--- config.mk ---
export PLATFORM = sky130hd
export DESIGN_NAME = de1_soc_qsys_cpu_oci_dct_packer_flat
export DESIGN_NICKNAME = d
export VERILOG_FILES = /design/src/rtl/de1_soc_qsys_cpu_oci_dct_packer_if.sv /design/src/rtl/de1_soc_qsys_cpu_oci_dct_packer.sv /design/src/flat_wrapper.sv
export SDC_FILE = /design/constraint.sdc
export NUM_CORES = 1
export LEC_CHECK = 0
export ABC_AREA = 0
export BUFFER_PORTS_ARGS = -buffer_cell sky130_fd_sc_hd__clkbuf_2
export CORE_MARGIN = 8
export CORE_UTILIZATION = 35
export CTS_CLUSTER_DIAMETER = 30
export DETAILED_ROUTE_END_ITERATION = 7
export GPL_TIMING_DRIVEN = 0
export PLACE_DENSITY = 0.58
export SLEW_MARGIN = 20
export SYNTH_ARGS = -nofsm -noshare
export SYNTH_HDL_FRONTEND = slang
export SYNTH_SLANG_ARGS = --single-unit
--- constraint.sdc ---
create_clock -name clk -period 3.81 [get_ports clk]
set_input_delay 0.1905 -clock clk [delete_from_list [all_inputs] [get_ports clk]]
set_output_delay 0.1905 -clock clk [all_outputs]
set_load 0.005 [all_outputs]
--- src/rtl/de1_soc_qsys_cpu_oci_dct_packer_if.sv ---
// Trace bus between the DCT packer and its neighbours.
// Atom side:  atm_valid / atm_data in, atm_ready out (from the packer's view).
// Word side:  dct_buffer / dct_count / dct_valid out, dct_ready in.
// modport master: the packer (drives atm_ready and the dct_* word).
// modport slave : the CPU debug core / trace sink pair (drives atoms and dct_ready).
interface de1_soc_qsys_cpu_oci_dct_packer_if #(
    parameter int unsigned SYM_W    = 2,
    parameter int unsigned MAX_SYMS = 15
);
    localparam int unsigned DCT_W = SYM_W * MAX_SYMS;
    localparam int unsigned CNT_W = 4;

    logic             atm_valid;
    logic [SYM_W-1:0] atm_data;
    logic             atm_ready;
    logic [DCT_W-1:0] dct_buffer;
    logic [CNT_W-1:0] dct_count;
    logic             dct_valid;
    logic             dct_ready;

    modport master (
        input  atm_valid, atm_data, dct_ready,
        output atm_ready, dct_buffer, dct_count, dct_valid
    );

    modport slave (
        output atm_valid, atm_data, dct_ready,
        input  atm_ready, dct_buffer, dct_count, dct_valid
    );
endinterface

--- src/rtl/de1_soc_qsys_cpu_oci_dct_packer.sv ---
// OCI direct-trace packer: packs 2-bit trace atoms into 30-bit DCT words
// (oldest atom in the LSBs) with a 4-bit atom count, hands them to the trace
// sink over valid/ready, and runs the end-of-test flush.
// Ports:
//   clk, reset      - rising-edge clock, asynchronous active-high reset
//   trc (master)    - atom input handshake and DCT word output handshake
//   end_req         - end-of-test request (level, honoured only in RUN)
//   test_ending     - flush in progress or done
//   test_has_ended  - flush complete, sticky until reset
//   trace_overflow  - sticky atom-drop flag
// Optional feature macro: DCT_DROP_ON_FULL_EN
//   defined   - atm_ready is held high in RUN; atoms arriving while the
//               accumulator is full and the output slot is busy are dropped
//               and trace_overflow is set.
//   undefined - full accumulator backpressures the atom source;
//               trace_overflow is constant 0.
module de1_soc_qsys_cpu_oci_dct_packer #(
    parameter int unsigned SYM_W    = 2,
    parameter int unsigned MAX_SYMS = 15
) (
    input  logic clk,
    input  logic reset,
    de1_soc_qsys_cpu_oci_dct_packer_if.master trc,
    input  logic end_req,
    output logic test_ending,
    output logic test_has_ended,
    output logic trace_overflow
);
    localparam int unsigned DCT_W = SYM_W * MAX_SYMS;
    localparam int unsigned CNT_W = 4;
    localparam int unsigned SH_W  = $clog2(DCT_W);

    typedef enum logic [1:0] {
        RUN   = 2'd0,
        FLUSH = 2'd1,
        DRAIN = 2'd2,
        ENDED = 2'd3
    } state_t;

    state_t           state;
    logic [DCT_W-1:0] acc;
    logic [CNT_W-1:0] acc_cnt;
    logic [DCT_W-1:0] dct_buffer_q;
    logic [CNT_W-1:0] dct_count_q;
    logic             dct_valid_q;

    logic             slot_free;
    logic             acc_full;
    logic             blocked;
    logic             launch;
    logic             accept;
    logic [DCT_W-1:0] acc_base;
    logic [CNT_W-1:0] cnt_base;
    logic [SH_W-1:0]  wr_sh;
    logic [DCT_W-1:0] acc_next;

    // Output slot can take a new word this cycle, including same-cycle reload.
    assign slot_free = !dct_valid_q || trc.dct_ready;
    assign acc_full  = (acc_cnt == CNT_W'(MAX_SYMS));
    assign blocked   = acc_full && !slot_free;

    // Full words leave in RUN; a partial word leaves once when flushing.
    assign launch = slot_free &&
                    ((state == RUN   && acc_full) ||
                     (state == FLUSH && acc_cnt != '0));

`ifdef DCT_DROP_ON_FULL_EN
    assign trc.atm_ready = (state == RUN);
    assign accept        = trc.atm_valid && (state == RUN) && !blocked;
`else
    assign trc.atm_ready = (state == RUN) && !blocked;
    assign accept        = trc.atm_valid && trc.atm_ready;
`endif

    // A launch empties the accumulator first, so a same-cycle atom lands at slot 0.
    assign acc_base = launch ? '0 : acc;
    assign cnt_base = launch ? '0 : acc_cnt;
    assign wr_sh    = SH_W'(cnt_base * SYM_W);
    assign acc_next = acc_base | (DCT_W'(trc.atm_data) << wr_sh);

    // Accumulator, output register and flush FSM.
    always_ff @(posedge clk or posedge reset) begin
        if (reset) begin
            state        <= RUN;
            acc          <= '0;
            acc_cnt      <= '0;
            dct_buffer_q <= '0;
            dct_count_q  <= '0;
            dct_valid_q  <= 1'b0;
        end else begin
            if (accept) begin
                acc     <= acc_next;
                acc_cnt <= cnt_base + CNT_W'(1);
            end else if (launch) begin
                acc     <= '0;
                acc_cnt <= '0;
            end

            if (launch) begin
                dct_buffer_q <= acc;
                dct_count_q  <= acc_cnt;
                dct_valid_q  <= 1'b1;
            end else if (trc.dct_ready) begin
                dct_valid_q  <= 1'b0;
            end

            case (state)
                RUN: begin
                    if (end_req) state <= FLUSH;
                end
                FLUSH: begin
                    // Empty accumulator skips the launch; otherwise wait for the slot.
                    if (acc_cnt == '0 || slot_free) state <= DRAIN;
                end
                DRAIN: begin
                    if (slot_free) state <= ENDED;
                end
                ENDED: begin
                    state <= ENDED;
                end
                default: begin
                    state <= RUN;
                end
            endcase
        end
    end

`ifdef DCT_DROP_ON_FULL_EN
    logic overflow_q;

    // Sticky record that an offered atom was discarded.
    always_ff @(posedge clk or posedge reset) begin
        if (reset) begin
            overflow_q <= 1'b0;
        end else if (state == RUN && trc.atm_valid && blocked) begin
            overflow_q <= 1'b1;
        end
    end

    assign trace_overflow = overflow_q;
`else
    assign trace_overflow = 1'b0;
`endif

    assign trc.dct_buffer = dct_buffer_q;
    assign trc.dct_count  = dct_count_q;
    assign trc.dct_valid  = dct_valid_q;

    // Status flags decode straight from the state register.
    assign test_ending    = (state != RUN);
    assign test_has_ended = (state == ENDED);
endmodule

--- src/flat_wrapper.sv ---
// flat-port wrapper written by rule: the top's interface ports become plain ports
module de1_soc_qsys_cpu_oci_dct_packer_flat 
#(
    parameter int unsigned SYM_W    = 2,
    parameter int unsigned MAX_SYMS = 15
)
  (clk, reset, end_req, test_ending, test_has_ended, trace_overflow, trc_atm_valid, trc_atm_data, trc_dct_ready, trc_atm_ready, trc_dct_buffer, trc_dct_count, trc_dct_valid);
  de1_soc_qsys_cpu_oci_dct_packer_if #(.SYM_W(SYM_W), .MAX_SYMS(MAX_SYMS)) trc_i ();
  input  logic clk;
  input  logic reset;
  input  logic end_req;
  output logic test_ending;
  output logic test_has_ended;
  output logic trace_overflow;
  input wire logic [$bits(trc_i.atm_valid)-1:0] trc_atm_valid;
  input wire logic [$bits(trc_i.atm_data)-1:0] trc_atm_data;
  input wire logic [$bits(trc_i.dct_ready)-1:0] trc_dct_ready;
  output wire logic [$bits(trc_i.atm_ready)-1:0] trc_atm_ready;
  output wire logic [$bits(trc_i.dct_buffer)-1:0] trc_dct_buffer;
  output wire logic [$bits(trc_i.dct_count)-1:0] trc_dct_count;
  output wire logic [$bits(trc_i.dct_valid)-1:0] trc_dct_valid;
  assign trc_i.atm_valid = trc_atm_valid;
  assign trc_i.atm_data = trc_atm_data;
  assign trc_i.dct_ready = trc_dct_ready;
  assign trc_atm_ready = trc_i.atm_ready;
  assign trc_dct_buffer = trc_i.dct_buffer;
  assign trc_dct_count = trc_i.dct_count;
  assign trc_dct_valid = trc_i.dct_valid;
  de1_soc_qsys_cpu_oci_dct_packer #(.SYM_W(SYM_W), .MAX_SYMS(MAX_SYMS)) u_core (.clk(clk), .reset(reset), .trc(trc_i), .end_req(end_req), .test_ending(test_ending), .test_has_ended(test_has_ended), .trace_overflow(trace_overflow));
endmodule
==> summary.md <==
| Metric | Value |
|---|---|
| Die width | 109.1 um |
| Post-synthesis sequential area ratio | 0.5863 |
| EDFF count, synth | 0 |
| Hpwl dp | 4523 um |
| VDD IR max | 0.1730 mV |
| Status | completed |
| Cell taking the most area after synthesis | dfrtp_1 |
| CTS tree | done |
| Synthesized area | 0.003030 mm^2 |
| Synth Net Count | 245 |
| Warnings from Yosys | 0 |
| Pin count of the biggest net entering global routing | 54 |
| Max frequency | 561.1 MHz |
| Seq cells post-synth | 71 |
| CP Launch Type | flop |
| Crit. End Element | output pin |
| Worst-path clk slew | 0.07 ns |
| Area of the die | 0.01189 mm^2 |
| Max Fanout on Critical Path | 10 |
| GR Util All Layers | 0.1181 |
| Num ports | 46 |
| # nets final | 302 |
| Layout cells sized above 1 | 0.3767 |
| Clock Path Buffers | 2 |
| Fin Clk Skew | 0.008078 ns |
| Hold Crit Class | input port to flop |
| Hold-fix buffers, CTS | 1 |
| Reg2reg path depth | 5 |
| Initial antenna violation count | 0 |
| Post-route DRC | 0 |
| Clock sinks | 71 |
| Most frequent cells in the layout | 71 x dfrtp_1, 44 x clkbuf_2, 35 x nor2_1 |
| Worst skew pair latency | 0.35 ns |
| Num rows | 34 |
| # port buffers | 44 |
| Core area | 0.008551 mm^2 |
| GR Overflow Total | 0 |
| Final Hold Fails | 0 |
| Most used DFF post-synth | dfrtp_1 |
| Final wirelength | 6620 um |
| Slew margin rel. | 0.6032 |
| RSZ-0062 raised after global routing | no |
| R2R Path Start | u_core.acc_cnt[0] |
| Commonest non-fill, non-tap cell in the layout | dfrtp_1 |
| Starting Density | 0.3544 |
| Dpl ws | 2.059 ns |
| Setup TNS | 0 ns |
| Reg-to-reg setup timing slack | 2.05 ns |
| Wire per inst | 16.23 um |
| End of the critical path | trc_atm_ready |
| Root buffer cell | clkbuf_8 |
| DR iter-0 viols | 107 |
| Pre-antenna DRT Iters | 4 |
| Yosys top cell area share | 0.5863 |
| Maxcap violations | 0 |
| Critical Path RT | 3.62 ns |
| Crit Path Category | flop to output pin |
| Final antenna-violating net count | 0 |
| Via density | 4.826 |
| Vias in the first global route | 2045 |
| RePlAce Congestion | 0.8062 |
| Leakage | 1.881 nW |
| Layout area overhead | 19.61% |
| Die Y | 109.1 um |
| Total number of vias | 1969 |
| Final setup vio count | 0 |
| First-pass GRT wire length | 10760 um |
| Worst-Margin Slew | 0.5906 ns |
| Asr flop ratio synth | 1.000 |
| Num CTS Buffers | 9 |
| Final period util | 0.4678 |
| Setup bufs post-CTS | 0 |
| N_diodes | 0 |
| # fillers | 815 |
| Setup crit start | u_core.state[1] |
| R2r endpoint | u_core.trc.dct_buffer[17] |
| Final Max Tran Viols | 0 |
| Final min period | 1.782 ns |
| Syn avg cell area | 12.73 um^2 |
| Synth cell types | 39 |
| Post-Syn Instances | 238 |
| Critical path arrival | 1.59 ns |
| Pwr Density | 382.5 mW/mm^2 |
| Post_cts resized | 0 |
| Top cells by area, synth | dfrtp_1 59%, mux2_4 12%, a21oi_1 4.5% |
| Worst setup margin | 2.028 ns |
| Depth of the CTS H-tree | 3 |
sequential cells by signal (all words and copies together) (netlist names):
signal and cells:
u_core.acc 30, u_core.acc_cnt 4, u_core.state 2, u_core.trc.dct_buffer 30, u_core.trc.dct_count 4, u_core.trc.dct_valid 1
cell usage after synthesis (2+ instances only):
library cell   n
dfrtp_1       71
nor2_1        35
a21oi_1       27
mux2_4        24
mux2_2         9
a22o_1         7
buf_6          7
nor3_1         6
and3_1         4
buf_4          4
clkbuf_1       4
inv_1          3
nand2b_1       3
nand4_1        3
o21ai_0        3
a211oi_1       2
and3b_1        2
nor2b_1        2
o21a_1         2
worst min path at each step:
stage | start | to | slack [ns] | cells past startpoint
after floorplan | trc_atm_data[0] | u_core.acc[0] | 0.32 | 1
after global placement | end_req | u_core.state[0] | 0.44 | 3
after detailed placement | reset | u_core.trc.dct_buffer[26] | 0.15 | 2
after CTS | end_req | u_core.state[0] | 0.08 | 3
after global routing | end_req | u_core.state[0] | 0.13 | 3
final | end_req | u_core.state[0] | 0.09 | 3
per-stage QoR:
stage,instances,total power [mW],utilization,hold slack [ns],area [um^2]
6_report,408,1.386,0.4239,0.09220,3625
5_1_grt,408,1.435,0.4239,0.1290,3625
4_1_cts,408,1.405,0.4239,0.07942,3625
3_5_place_dp,391,0.7937,0.3995,0.1464,3416
3_3_place_gp,390,0.7891,0.3960,0.4433,3386
2_1_floorplan,238,0.7804,-,0.3230,3030
critical path, cell delays in order (launching register included):
cell and delay (ns):
dfrtp_1 0.41, buf_4 0.18, nor2_1 0.30, inv_1 0.11, nor2_1 0.13, clkbuf_2 0.12
routing by layer:
layer | up-vias | routed length [um] | track usage
li1 | 939 | - | -
met1 | 982 | 3193 | 0.1512
met2 | 38 | 2972 | 0.1746
met3 | 10 | 357 | 0.04137
met4 | 0 | 95 | 0.05572
met5 | - | 0 | 0
cells by family (layout without fill, tap and decap cells):
group                  Yosys count  count (layout)  share of synthesized area
flip-flops                      71              71                     0.5863
multiplexers                    33              33                     0.1524
AND/OR/NAND/NOR                 66              66                     0.1123
other                            1               1                   0.001237
AO/OA/AOI/OAI                   46              46                    0.09372
buffers and inverters           21              83                    0.05409
power by group:
part | leakage (nW) | internal, mW | switching [mW]
Clock | 0.103 | 0.321 | 0.287
Sequential | 0.982 | 0.753 | 0.0000000000000000341
Combinational | 0.796 | 0.00718 | 0.0182
Total | 1.88 | 1.08 | 0.306
layout make-up:
class,instances,area (um^2),area share
sequential,71,1777,0.4902
multi-input combinational,146,1090,0.3007
timing repair buffer,46,257.7,0.07111
buffer,18,152.6,0.04211
clock buffer,11,141.4,0.03901
tap,108,135.1,0.03728
clock inverter,5,57.56,0.01588
inverter,3,13.76,0.003797
Note: power is estimated with default switching activity, not from simulation.
